**src/rtl/pulse_stretch_pkg.sv**
```systemverilog
// Shared types and sizing helper for the pulse stretcher.
// Used by pulse_stretcher; the edge option is selected there with PULSE_STRETCH_EDGE_EN.
package pulse_stretch_pkg;

  typedef enum logic [1:0] {IDLE, HOLD, GAP} ps_state_t;

  // Bits needed to hold the values 0..max_val, never less than one.
  function automatic int cnt_width(input int max_val);
    return (max_val < 1) ? 1 : $clog2(max_val + 1);
  endfunction

endpackage

```
**src/rtl/rise_detect.sv**
```systemverilog
// Single-cycle rising-edge detector against a registered previous sample.
// The previous sample resets to 0, so an input already high out of reset counts as a rise.
module rise_detect (
  input  logic clk,
  input  logic reset,
  input  logic in,
  output logic rise
);

  logic prev_q;
  logic prev_d;

  always_comb prev_d = in;

  always_ff @(posedge clk or negedge reset) begin
    if (!reset) prev_q <= 1'b0;
    else        prev_q <= prev_d;
  end

  assign rise = in & ~prev_q;

endmodule

```
**src/rtl/pulse_stretcher.sv**
```systemverilog
// Stretches one-cycle request pulses into HOLD_CYCLES-long levels, queueing overlaps.
// Define PULSE_STRETCH_EDGE_EN to accept only 0->1 transitions of pulse_in as requests.
module pulse_stretcher
  import pulse_stretch_pkg::*;
#(
  parameter int HOLD_CYCLES = 8,
  parameter int GAP_CYCLES  = 1,
  parameter int PEND_MAX    = 3
) (
  input  logic                           clk,
  input  logic                           reset,
  input  logic                           pulse_in,
  output logic                           level_out,
  output logic                           busy,
  output logic [cnt_width(PEND_MAX)-1:0] pending,
  output logic                           overflow
);

  localparam int CNT_MAX = (HOLD_CYCLES > GAP_CYCLES) ? HOLD_CYCLES : GAP_CYCLES;
  localparam int CNT_W   = cnt_width(CNT_MAX);
  localparam int PEND_W  = cnt_width(PEND_MAX);

  localparam logic [CNT_W-1:0]  HOLD_LOAD = CNT_W'(HOLD_CYCLES - 1);
  localparam logic [CNT_W-1:0]  GAP_LOAD  = CNT_W'(GAP_CYCLES - 1);
  localparam logic [PEND_W-1:0] PEND_FULL = PEND_W'(PEND_MAX);

  ps_state_t         state_q, state_d;
  logic [CNT_W-1:0]  cnt_q, cnt_d;
  logic [PEND_W-1:0] pend_q, pend_d;
  logic              ovf_q, ovf_d;
  logic              level_q, level_d;
  logic              req;
  logic              gap_done;

`ifdef PULSE_STRETCH_EDGE_EN
  rise_detect u_rise (
    .clk   (clk),
    .reset (reset),
    .in    (pulse_in),
    .rise  (req)
  );
`else
  assign req = pulse_in;
`endif

  always_comb begin
    state_d  = state_q;
    cnt_d    = cnt_q;
    pend_d   = pend_q;
    ovf_d    = 1'b0;
    gap_done = (state_q == GAP) && (cnt_q == '0);

    unique case (state_q)
      IDLE: begin
        if (req) begin
          state_d = HOLD;
          cnt_d   = HOLD_LOAD;
        end
      end
      HOLD: begin
        if (cnt_q == '0) begin
          // A request on this final cycle already counts toward the GAP decision.
          if ((GAP_CYCLES > 0) && ((pend_q != '0) || req)) begin
            state_d = GAP;
            cnt_d   = GAP_LOAD;
          end else begin
            state_d = IDLE;
          end
        end else begin
          cnt_d = cnt_q - 1'b1;
        end
      end
      GAP: begin
        if (cnt_q == '0) begin
          state_d = HOLD;
          cnt_d   = HOLD_LOAD;
        end else begin
          cnt_d = cnt_q - 1'b1;
        end
      end
      default: begin
        state_d = IDLE;
        cnt_d   = '0;
      end
    endcase

    // Request coinciding with the GAP->HOLD dequeue cancels out, even when full.
    if (state_q != IDLE) begin
      if (req && !gap_done) begin
        if (pend_q == PEND_FULL) ovf_d  = 1'b1;
        else                     pend_d = pend_q + 1'b1;
      end else if (!req && gap_done) begin
        pend_d = pend_q - 1'b1;
      end
    end

    level_d = (state_d == HOLD);
  end

  always_ff @(posedge clk or negedge reset) begin
    if (!reset) begin
      state_q <= IDLE;
      cnt_q   <= '0;
      pend_q  <= '0;
      ovf_q   <= 1'b0;
      level_q <= 1'b0;
    end else begin
      state_q <= state_d;
      cnt_q   <= cnt_d;
      pend_q  <= pend_d;
      ovf_q   <= ovf_d;
      level_q <= level_d;
    end
  end

  assign level_out = level_q;
  assign busy      = (state_q != IDLE);
  assign pending   = pend_q;
  assign overflow  = ovf_q;

endmodule
```
**config.mk**
```make
export PLATFORM = sky130hd
export DESIGN_NAME = pulse_stretcher
export DESIGN_NICKNAME = d
export VERILOG_FILES = /design/src/rtl/pulse_stretch_pkg.sv /design/src/rtl/rise_detect.sv /design/src/rtl/pulse_stretcher.sv
export SDC_FILE = /design/constraint.sdc
export NUM_CORES = 1
export LEC_CHECK = 0
export BUFFER_PORTS_ARGS = -buffer_cell sky130_fd_sc_hd__buf_2
export CORE_ASPECT_RATIO = 1.1
export CORE_MARGIN = 5
export CORE_UTILIZATION = 35
export CTS_CLUSTER_SIZE = 16
export DETAILED_ROUTE_END_ITERATION = 6
export SYNTH_ARGS = -nofsm -noshare
export SYNTH_HDL_FRONTEND = slang
export SYNTH_SLANG_ARGS = --single-unit
```
**constraint.sdc**
```tcl
create_clock -name clk -period 3.7 [get_ports clk]
set_clock_uncertainty 0.15 [all_clocks]
set_input_delay 0.555 -clock clk [delete_from_list [all_inputs] [get_ports clk]]
set_output_delay 0.555 -clock clk [all_outputs]
set_load 0.005 [all_outputs]
```
; Word-level counts from Yosys, hierarchy flattened
; Cells that the tools add are included.
[classes]
n_mux = 16
reduce_logical = 13
add_sub_neg = 3
eq_ne = 7
[op_table]
columns = operator, n
row1 = $mux W4, 4
row2 = $mux W2, 7
row3 = $pmux W4 S3, 1
row4 = $pmux W2 S3, 1
row5 = $reduce_bool A2 Y1, 3
row6 = $eq A2 B1 Y1 const B, 2
row7 = $eq A2 B2 Y1 const B, 2
row8 = $logic_not A4 Y1, 1
row9 = $ne A2 B2 Y1 const B, 2
row10 = $sub A4 B1 Y4 const B, 1
row11 = $logic_and A1 B1 Y1, 3
row12 = $mux W1, 3
row13 = $ne A3 B3 Y1 const B, 1
row14 = $reduce_and A3 Y1, 1
row15 = $add A2 B1 Y2 const B, 1
row16 = $logic_not A1 Y1, 2
row17 = $logic_not A2 Y1, 1
row18 = $reduce_and A2 Y1, 1
row19 = $sub A2 B1 Y2 const B, 1
row20 = $logic_or A1 B1 Y1, 1
[word_totals]
wordCells = 44
out_inout_bits = 5
reg_bits = 10

; Longest topological paths before layout
; Gate-level depths: netlist (run 1).
[logic_depth]
depth_word = 6
depth_mapped = 5
ltp_nobuf = 4

; Worst setup path before layout (run 1)
; OpenSTA, ideal clock, no wires.
[synth_timing]
path_type = reg2reg
startpoint = register cnt_q[3]
endpoint = register pend_q[1], in the netlist pending[1]
setup_slack_ns = 1.646
path_stages_with_launch = 5
required_ns = 3.430
t_arrival_ns = 1.784
path_buffers = 0
setup_ns = 0.120
cell_sequence = dfrtp_1 -> or4_4 -> or3_4 -> or3_1 -> and3_1
[synth_via]
elab_chain_cells = 6
[synth_rtl]
columns = item, line
row1 = from (decl), pulse_stretcher.sv:28  ; logic [CNT_W-1:0] cnt_q, cnt_d;
row2 = from (signal assigned), pulse_stretcher.sv:109  ; cnt_q <= cnt_d;
row3 = $logic_not A4 Y1 (*), pulse_stretcher.sv:51  ; gap_done = (state_q == GAP) && (cnt_q == '0);
row4 = $logic_and A1 B1 Y1 (*), pulse_stretcher.sv:51
row5 = $logic_not A1 Y1, pulse_stretcher.sv:89  ; if (req && !gap_done) begin
row6 = $logic_and A1 B1 Y1, pulse_stretcher.sv:89
row7 = $ne A2 B2 Y1 (no source line) / $reduce_bool A2 Y1 (equally long branches), -
row8 = $reduce_and A3 Y1 (no source line), -
row9 = to (signal assigned), pulse_stretcher.sv:110  ; pend_q <= pend_d;
row10 = to (decl), pulse_stretcher.sv:29  ; logic [PEND_W-1:0] pend_q, pend_d;
; Mark *: on every way between the ends. The rest lies on a longest branch, timed or not.
; A chain may end at the register's enable or synchronous reset.

; Final worst setup path (run 1)
[layout_timing]
startpoint = register cnt_q[1]
endpoint = register pend_q[1], in the netlist pending[1]
; The elaborated chain is that of the path after synthesis.

==> out/metrics.cfg, run 1 <==
[status]
outcome = finished clean

[power_and_ir_drop]
combPwrFrac = 0.392
sw_frac_of_total = 0.392
net-switching-power_uw = 202
seqPwrFrac = 0.413
ir_drop_mv = 0.218
intPower_uw = 313
power_frac_clock = 0.196
p_leak_uw = 0.000275
p_per_area_nw_per_um2 = 757

[routing]
vias = 525
via_per_inst = 5.65
postRouteAntennaNets = 0
wl_per_cell_um = 13.6
drtIter0Drc = 6
drt_pre_antenna_iters = 4
drcViolationCount = 0
wl_mm = 1.27

[setup_path]
max_stage_delay_ps = 550
r2r_start = cnt_q[1]
critPathCaptureType = register
start_kind = register
reg2regPathDepth = 4
worstPathArrival_ps = 2140
slowest_stage = or4_4
crit_type = register to register
critical_path_buf_inv_count = 0
critical_path.top_delay_family = simple AND/OR/NAND/NOR gates
path_cells = or4_4 > or3_4 > or3_1 > and3_1
r2r_setup_slack_ps = 1560
worstPathMaxFanout = 8
r2r-end = pending[1]
worst-path-stages = 4
crit_required_ps = 3710

[clocking]
cts-root-buf = clkbuf_4
hold_buffers = 1
cts_resized = 0
cts_tree = built
h-tree-depth = 1
clk_pin_slew_ps = 70
max-clock-path-buffers = 2
clkSinkCount = 10
post_cts_buffers = 0
clock_latency_ps = 270
numCtsBuffers = 3

[placed_design]
place_area_um2 = 633
place.detailed.hpwl_um = 940
port_buffers = 7
gp_congestion = 0.731

[logic_synthesis]
synth_top_area_cell = dfrtp_1
synth_area_um2 = 632
synth.area.top_cells = dfrtp_1 40%, bufbuf_16 5.1%, nand2_1 4.8%
synthFlopType = dfrtp_1
avgSynthCellArea_um2 = 9.16
ys_warn_count = 0
synth_cells = 69
synthDistinctLibCells = 32
ys_seq_area_frac = 0.396
synth_edf_count = 0
synth-async-reset-ratio = 1.00
synth_top_area_frac = 0.396
synth_nets = 72
ys_seq_elements = 10

[global_routing]
track_usage = 0.107
grt_max_degree = 16
grt_pass1_vias = 481
antenna_found_initial = 0
grt_pass1_wl_mm = 2.24
overflow = 0

[hold_path]
min_from = cnt_q[3]
hold_end = cnt_q[3]
hold_depth = 1
min_path_type = register to register

[timing]
rsz0062_at_grt = false
whs_ps = 440
setup_violations = 0
slew_headroom = 0.444
max_freq_mhz = 468
finalHoldViolations = 0
fin_setup_tns_ps = 0
min_period_ps = 2140
worst_slew_pin_slew_ps = 827
finalMaxSlewViolations = 0
post-route-period-util = 0.577

[final_layout]
antenna_cells = 0
area.growth.synth_to_final_pct = 7.52
final_cell_mix = 10 x dfrtp_1, 8 x nand2_1, 7 x buf_2
finalInstanceArea_um2 = 679
drive_gt1_frac = 0.200
nets = 79
layout_commonest_cell = dfrtp_1

[floorplanning]
initial_core_util = 0.363
die-area_um2 = 2760
rows = 16
core-area_um2 = 1740
pin_count = 8
die_y_um = 54.6
die_w_um = 50.5

[run]
cap_violations = 0

-- power by group through the flow --
| stage | logic [µW] | clock network, µW | registers (µW) |
|---|---|---|---|
| 4_1_cts | 205 | 103 | 210 |
| 3_5_place_dp | 204 | 0 | 212 |
| 6_report | 202 | 101 | 212 |
| 2_1_floorplan | 209 | 0 | 176 |
| 3_3_place_gp | 198 | 0 | 211 |
| 5_1_grt | 231 | 107 | 222 |
-- cell families (layout without fill, tap and decap cells) --
group	after synthesis	count (layout)	synth area share
flip-flops	10	10	0.396
multiplexers	1	1	0.0158
AND/OR/NAND/NOR	27	27	0.230
buffers and inverters	8	14	0.101
AO/OA/AOI/OAI	23	23	0.257
-- worst max path at each step --
stage	startpoint	end	slack [ps]
after detailed placement	cnt_q[1]	pending[1]	1580
after CTS	cnt_q[1]	pending[1]	1570
after global routing	cnt_q[1]	pending[1]	1500
after floorplan	cnt_q[3]	pending[1]	1650
final	cnt_q[1]	pending[1]	1560
after global placement	cnt_q[2]	pending[1]	1620
-- state kept, by name (all words and copies together), names as in the netlist --
register and flops:
state_q 2, pending 2, cnt_q 4, level_out 1
overflow 1
-- cell type report --
type	count	area, µm²
Fill cell	178	1060
Clock buffer	4	36.3
Multi-Input combinational cell	51	318
Tap cell	18	22.5
Inverter	2	7.51
Timing Repair Buffer	8	45.0
Sequential cell	10	250
-- routing by layer --
metal  vias to the layer above  routed length (µm)  track usage
li1                        263                   -            -
met4                         0                  42       0.0766
met1                       241                 534        0.131
met3                         4                  48      0.00817
met2                        17                 643        0.178
met5                         -                   0            0
-- per-stage QoR --
stage               instances  total power (µW)  setup WS (ps)  utilization
floorplan                  69               385           1650            -
global placement           88               410           1620        0.364
detailed placement         88               417           1580        0.364
CTS                        93               519           1570        0.390
global route               93               560           1500        0.390
finish                     93               515           1560        0.390
-- synthesized netlist by cell type, types with 2 or more instances --
master,number
a21boi_0,2
nand2_1,8
a2bb2oi_1,2
a21oi_1,4
clkbuf_1,3
inv_1,2
nor2b_1,3
o21ai_0,3
dfrtp_1,10
a211oi_1,2
and3_1,2
o22ai_1,3
nor2_1,6
No activity file was read; power rests on OpenSTA's default activity.
==> inputs of run 2 (changes only) <==
--- a/config.mk
+++ b/config.mk
@@ -5,6 +5,7 @@
 export SDC_FILE = /design/constraint.sdc
 export NUM_CORES = 1
 export LEC_CHECK = 0
+export ABC_AREA = 1
 export BUFFER_PORTS_ARGS = -buffer_cell sky130_fd_sc_hd__buf_2
 export CORE_ASPECT_RATIO = 1.1
 export CORE_MARGIN = 5
==> constraint.sdc (replaced) <==
create_clock -name clk -period 2.2 [get_ports clk]
set_clock_uncertainty 0.15 [all_clocks]
set_input_delay 0.33 -clock clk [delete_from_list [all_inputs] [get_ports clk]]
set_output_delay 0.33 -clock clk [all_outputs]
set_load 0.005 [all_outputs]
==> out/metrics.cfg, run 2 <==
[timing]
finalHoldViolations = 0
rsz0062_at_grt = false
fin_setup_tns_ps = 0
worst_slew_pin_slew_ps = 251
max_freq_mhz = 657
finalMaxSlewViolations = 0
min_period_ps = 1520
post-route-period-util = 0.692
slew_headroom = 0.831
setup_violations = 0

[global_routing]
track_usage = 0.107
use_met2 = 0.180
top_usage_layer = met2
overflow = 0
grt_pass1_wl_mm = 2.18
antenna_found_initial = 0
use_met1 = 0.123
use_met3 = 0.0360
grt_pass1_vias = 508
grt_max_degree = 11

[power_and_ir_drop]
finalPower_uw = 1000
sw_frac_of_total = 0.473
seqPwrFrac = 0.357
p_per_area_nw_per_um2 = 1440
combPwrFrac = 0.522
ir_drop_mv = 0.521
power_frac_clock = 0.121
p_leak_uw = 0.000362
net-switching-power_uw = 473
intPower_uw = 527

[floorplanning]
core-area_um2 = 1610
initial_core_util = 0.376
die_w_um = 49.7
die_y_um = 53.7
pin_count = 8
die-area_um2 = 2670
rows = 15

[placed_design]
gp_congestion = 0.710
dp_cells = 102
port_buffers = 7
place_area_um2 = 663
place.detailed.hpwl_um = 920

[setup_path]
worstPathMaxFanout = 8
reg2regPathDepth = 8
r2r_start = cnt_q[1]
start_kind = register
worstPathArrival_ps = 1040
r2r_setup_slack_ps = 790
critPathCapture = busy
crit_start = state_q[1]
crit_type = register to primary output
critPathCaptureType = primary output
r2r-end = cnt_q[2]
crit_required_ps = 1720

[logic_synthesis]
ys_warn_count = 0
ys_seq_elements = 10
netlist_top_cells_count = 24 x nand2_1, 10 x dfrtp_1, 8 x inv_1
synthFlopType = dfrtp_1
synth_cells = 78
ys_seq_area_frac = 0.412
synth_top_area_frac = 0.412
synth-async-reset-ratio = 1.00
synth_nets = 81
synth_most_common_cell = nand2_1
avgSynthCellArea_um2 = 7.78
synth_edf_count = 0
synth.area.top_cells = dfrtp_1 41%, nand2_1 15%, nand3_2 4.9%
synth_top_area_cell = dfrtp_1
synthDistinctLibCells = 19
synth_area_um2 = 607

[clocking]
clk_pin_slew_ps = 60
hold_buffers = 1
cts_resized = 0
cts-root-buf = clkbuf_4
clock_latency_ps = 260
numCtsBuffers = 3
post_cts_buffers = 0
cts_tree = built
h-tree-depth = 1
max-clock-path-buffers = 2
clkSinkCount = 10

[routing]
drt_pre_antenna_iters = 4
vias = 499
postRouteAntennaNets = 0
wl_mm = 1.18
drtIter0Drc = 5
wl_per_cell_um = 11.1
via_per_inst = 4.71
drcViolationCount = 0

[final_layout]
finalInstanceArea_um2 = 696
final_cell_mix = 24 x nand2_1, 10 x dfrtp_1, 8 x inv_1
nets = 94
regMostFlops = cnt_q
layout_commonest_cell = nand2_1
drive_gt1_frac = 0.315
antenna_cells = 0
largest_reg_flops = 4
area.growth.synth_to_final_pct = 14.6
final_cells = 106

[status]
outcome = finished clean

[run]
cap_violations = 0

[hold_path]
min_path_type = input pin to register

run 2: cell types whose count changed in the layout (fill, tap and decap cells not counted), sizes merged, moves of 3 or more:
cell | before | now
a21oi | 4 | 1
inv | 2 | 13
nand2 | 8 | 28
nand3 | 0 | 8
nor2b | 3 | 0
o22ai | 3 | 0
run 2: power groups by stage:
stage,Combinational [µW],Clock [µW],Sequential (µW)
2_1_floorplan,402,0,352
5_1_grt,601,145,372
3_3_place_gp,521,0,357
4_1_cts,526,130,357
3_5_place_dp,523,0,360
6_report,522,121,357
run 2: logic make-up (layout without fill, tap and decap cells):
logic type | count (synthesis) | after routing | synth area share
xor gates and xnor gates | 1 | 1 | 0.0144
AOI/OAI and AO/OA | 9 | 9 | 0.0928
and+or+nand+nor | 45 | 45 | 0.400
buffers and inverters | 13 | 24 | 0.0804
DFF | 10 | 10 | 0.412
run 2: cell type report:
cell class              count  area (µm²)
fillers                   174         918
clock buffers               3        22.5
well taps                  17        21.3
inverters                  13        48.8
multi-input cells          55         308
repair buffers              8        45.0
flip-flops and latches     10         250
run 2: stage by stage:
step,setup WS (ps),hold WS (ps),util
floorplan,914,-116,-
global placement,799,57.5,0.411
detailed placement,801,55.8,0.411
CTS,665,225,0.431
global route,614,246,0.431
finish,678,233,0.431
run 2: critical path: stages (launching register included):
cell	delay, ps
dfrtp_1	430
inv_2	130
nand2_4	90
buf_2	140
run 2: worst min path at each step:
stage / from / endpoint / slack (ps) / depth (start not counted)
2_1_floorplan: reset / cnt_q[0] / -120 / 0
6_report: pulse_in / overflow / 230 / 3
3_3_place_gp: reset / cnt_q[3] / 60 / 1
4_1_cts: pulse_in / overflow / 220 / 3
3_5_place_dp: reset / cnt_q[3] / 60 / 1
5_1_grt: pulse_in / overflow / 250 / 3
run 2: per-layer routing:
layer  share of wire  wire, µm
met4               0         0
met3           0.028        33
met1            0.49       582
met5               0         0
met2            0.48       562
==> inputs of run 3 (changes only) <==
==> constraint.sdc (replaced) <==
create_clock -name clk -period 1.6 [get_ports clk]
set_clock_uncertainty 0.15 [all_clocks]
set_input_delay 0.24 -clock clk [delete_from_list [all_inputs] [get_ports clk]]
set_output_delay 0.24 -clock clk [all_outputs]
set_load 0.005 [all_outputs]
==> out/metrics.cfg, run 3 (synthesis gave the netlist of run 2 again) <==
[global_routing]
track_usage = 0.106
grt_pass1_wl_mm = 2.19
overflow = 0
antenna_found_initial = 0
grt_pass1_vias = 531
grt_max_degree = 11

[setup_path]
worstPathArrival_ps = 1040
worstPathMaxFanout = 8
crit_type = register to primary output
path_cells = inv_2 > nand2_4 > buf_2
slowest_stage = dfrtp_1
critPathCaptureType = primary output
critical_path_buf_inv_count = 2
start_kind = register
crit_required_ps = 1210
reg2regPathDepth = 8
critical_path.top_delay_family = flip-flops
max_stage_delay_ps = 430
worst-path-stages = 3

[clocking]
clock_latency_ps = 260
cts_tree = built
h-tree-depth = 1
cts-root-buf = clkbuf_4
clkSinkCount = 10
cts_resized = 0
max-clock-path-buffers = 2
post_cts_buffers = 0
hold_buffers = 1
clk_pin_slew_ps = 60
numCtsBuffers = 3

[final_layout]
final_cell_mix = 24 x nand2_1, 10 x dfrtp_1, 8 x inv_1
drive_gt1_frac = 0.315
antenna_cells = 0
finalInstanceArea_um2 = 696
regMostFlops = cnt_q
layout_commonest_cell = nand2_1
nets = 94
final_cells = 106
largest_reg_flops = 4
area.growth.synth_to_final_pct = 14.6

[power_and_ir_drop]
intPower_uw = 724
combPwrFrac = 0.519
p_per_area_nw_per_um2 = 1970
ir_drop_mv = 0.827
net-switching-power_uw = 647
seqPwrFrac = 0.358
power_frac_clock = 0.123
p_leak_uw = 0.000362
sw_frac_of_total = 0.472

[status]
outcome = finished clean

[placed_design]
gp_congestion = 0.745
port_buffers = 7
place.detailed.hpwl_um = 869
dp_cells = 102
place_area_um2 = 663

[timing]
min_period_ps = 1430
setup_violations = 0
slew_headroom = 0.833
max_freq_mhz = 699
rsz0062_at_grt = false
post-route-period-util = 0.894
whs_ps = 142
finalHoldViolations = 0
worst_slew_pin_slew_ps = 249
fin_setup_tns_ps = 0
finalMaxSlewViolations = 0

[floorplanning]
die_y_um = 53.7
die_w_um = 49.7
initial_core_util = 0.376
core-area_um2 = 1610
pin_count = 8
die-area_um2 = 2670
rows = 15

[hold_path]
hold_depth = 3
min_path_type = input pin to register

[routing]
wl_mm = 1.12
drt_pre_antenna_iters = 3
wl_per_cell_um = 10.6
via_per_inst = 4.89
drtIter0Drc = 5
postRouteAntennaNets = 0
vias = 518
drcViolationCount = 0

[run]
cap_violations = 0

[run 3: cell counts in the layout (fill, tap and decap cells not counted)]
Identical to the previous run, type by type.
[run 3: area by class of cell]
cell class                 instances  area [µm²]
fill                             163         918
multi-input combinational         55         308
sequential                        10         250
inverter                          13        48.8
timing repair buffer               8        45.0
clock buffer                       3        22.5
tap                               17        21.3
[run 3: worst register-to-register path, stage by stage (launching register included)]
cell and delay (ps):
dfrtp_1 430, nor2_4 180, nand2_4 90, inv_2 60
nand3_1 80, nand2_2 120, inv_2 70, nand2_1 60
nand2_1 50
[run 3: per-stage QoR]
step                power, µW   util  setup WS [ps]
finish                   1370  0.431            169
detailed placement       1210  0.411            217
CTS                      1390  0.431            157
global placement         1200  0.411            225
floorplan                1040      -            314
global route             1550  0.431           52.9
[run 3: metal layers]
metal / GRT usage / vias to the layer above / wire [µm]
li1: - / 270 / -
met1: 0.132 / 241 / 525
met2: 0.167 / 5 / 544
met3: 0.0360 / 2 / 39
met4: 0.0437 / 0 / 10
met5: 0 / - / 0
[run 3: worst paths after layout]
path | start | endpoint | slack (ps)
hold / removal | pulse_in | overflow | 140
max in group asynchronous | reset | pending[1] | 890
hold reg to reg | cnt_q[3] | cnt_q[3] | 390
setup reg to reg | cnt_q[1] | cnt_q[0] | 210
min in group asynchronous | reset | cnt_q[2] | 210
setup / recovery | state_q[0] | busy | 170
[run 3: power by group through the flow]
stage               combinational, µW  clock, µW  sequential, µW
floorplan                         553          0             484
global placement                  706          0             496
detailed placement                710          0             496
CTS                               719        175             492
global route                      837        192             516
finish                            711        168             491
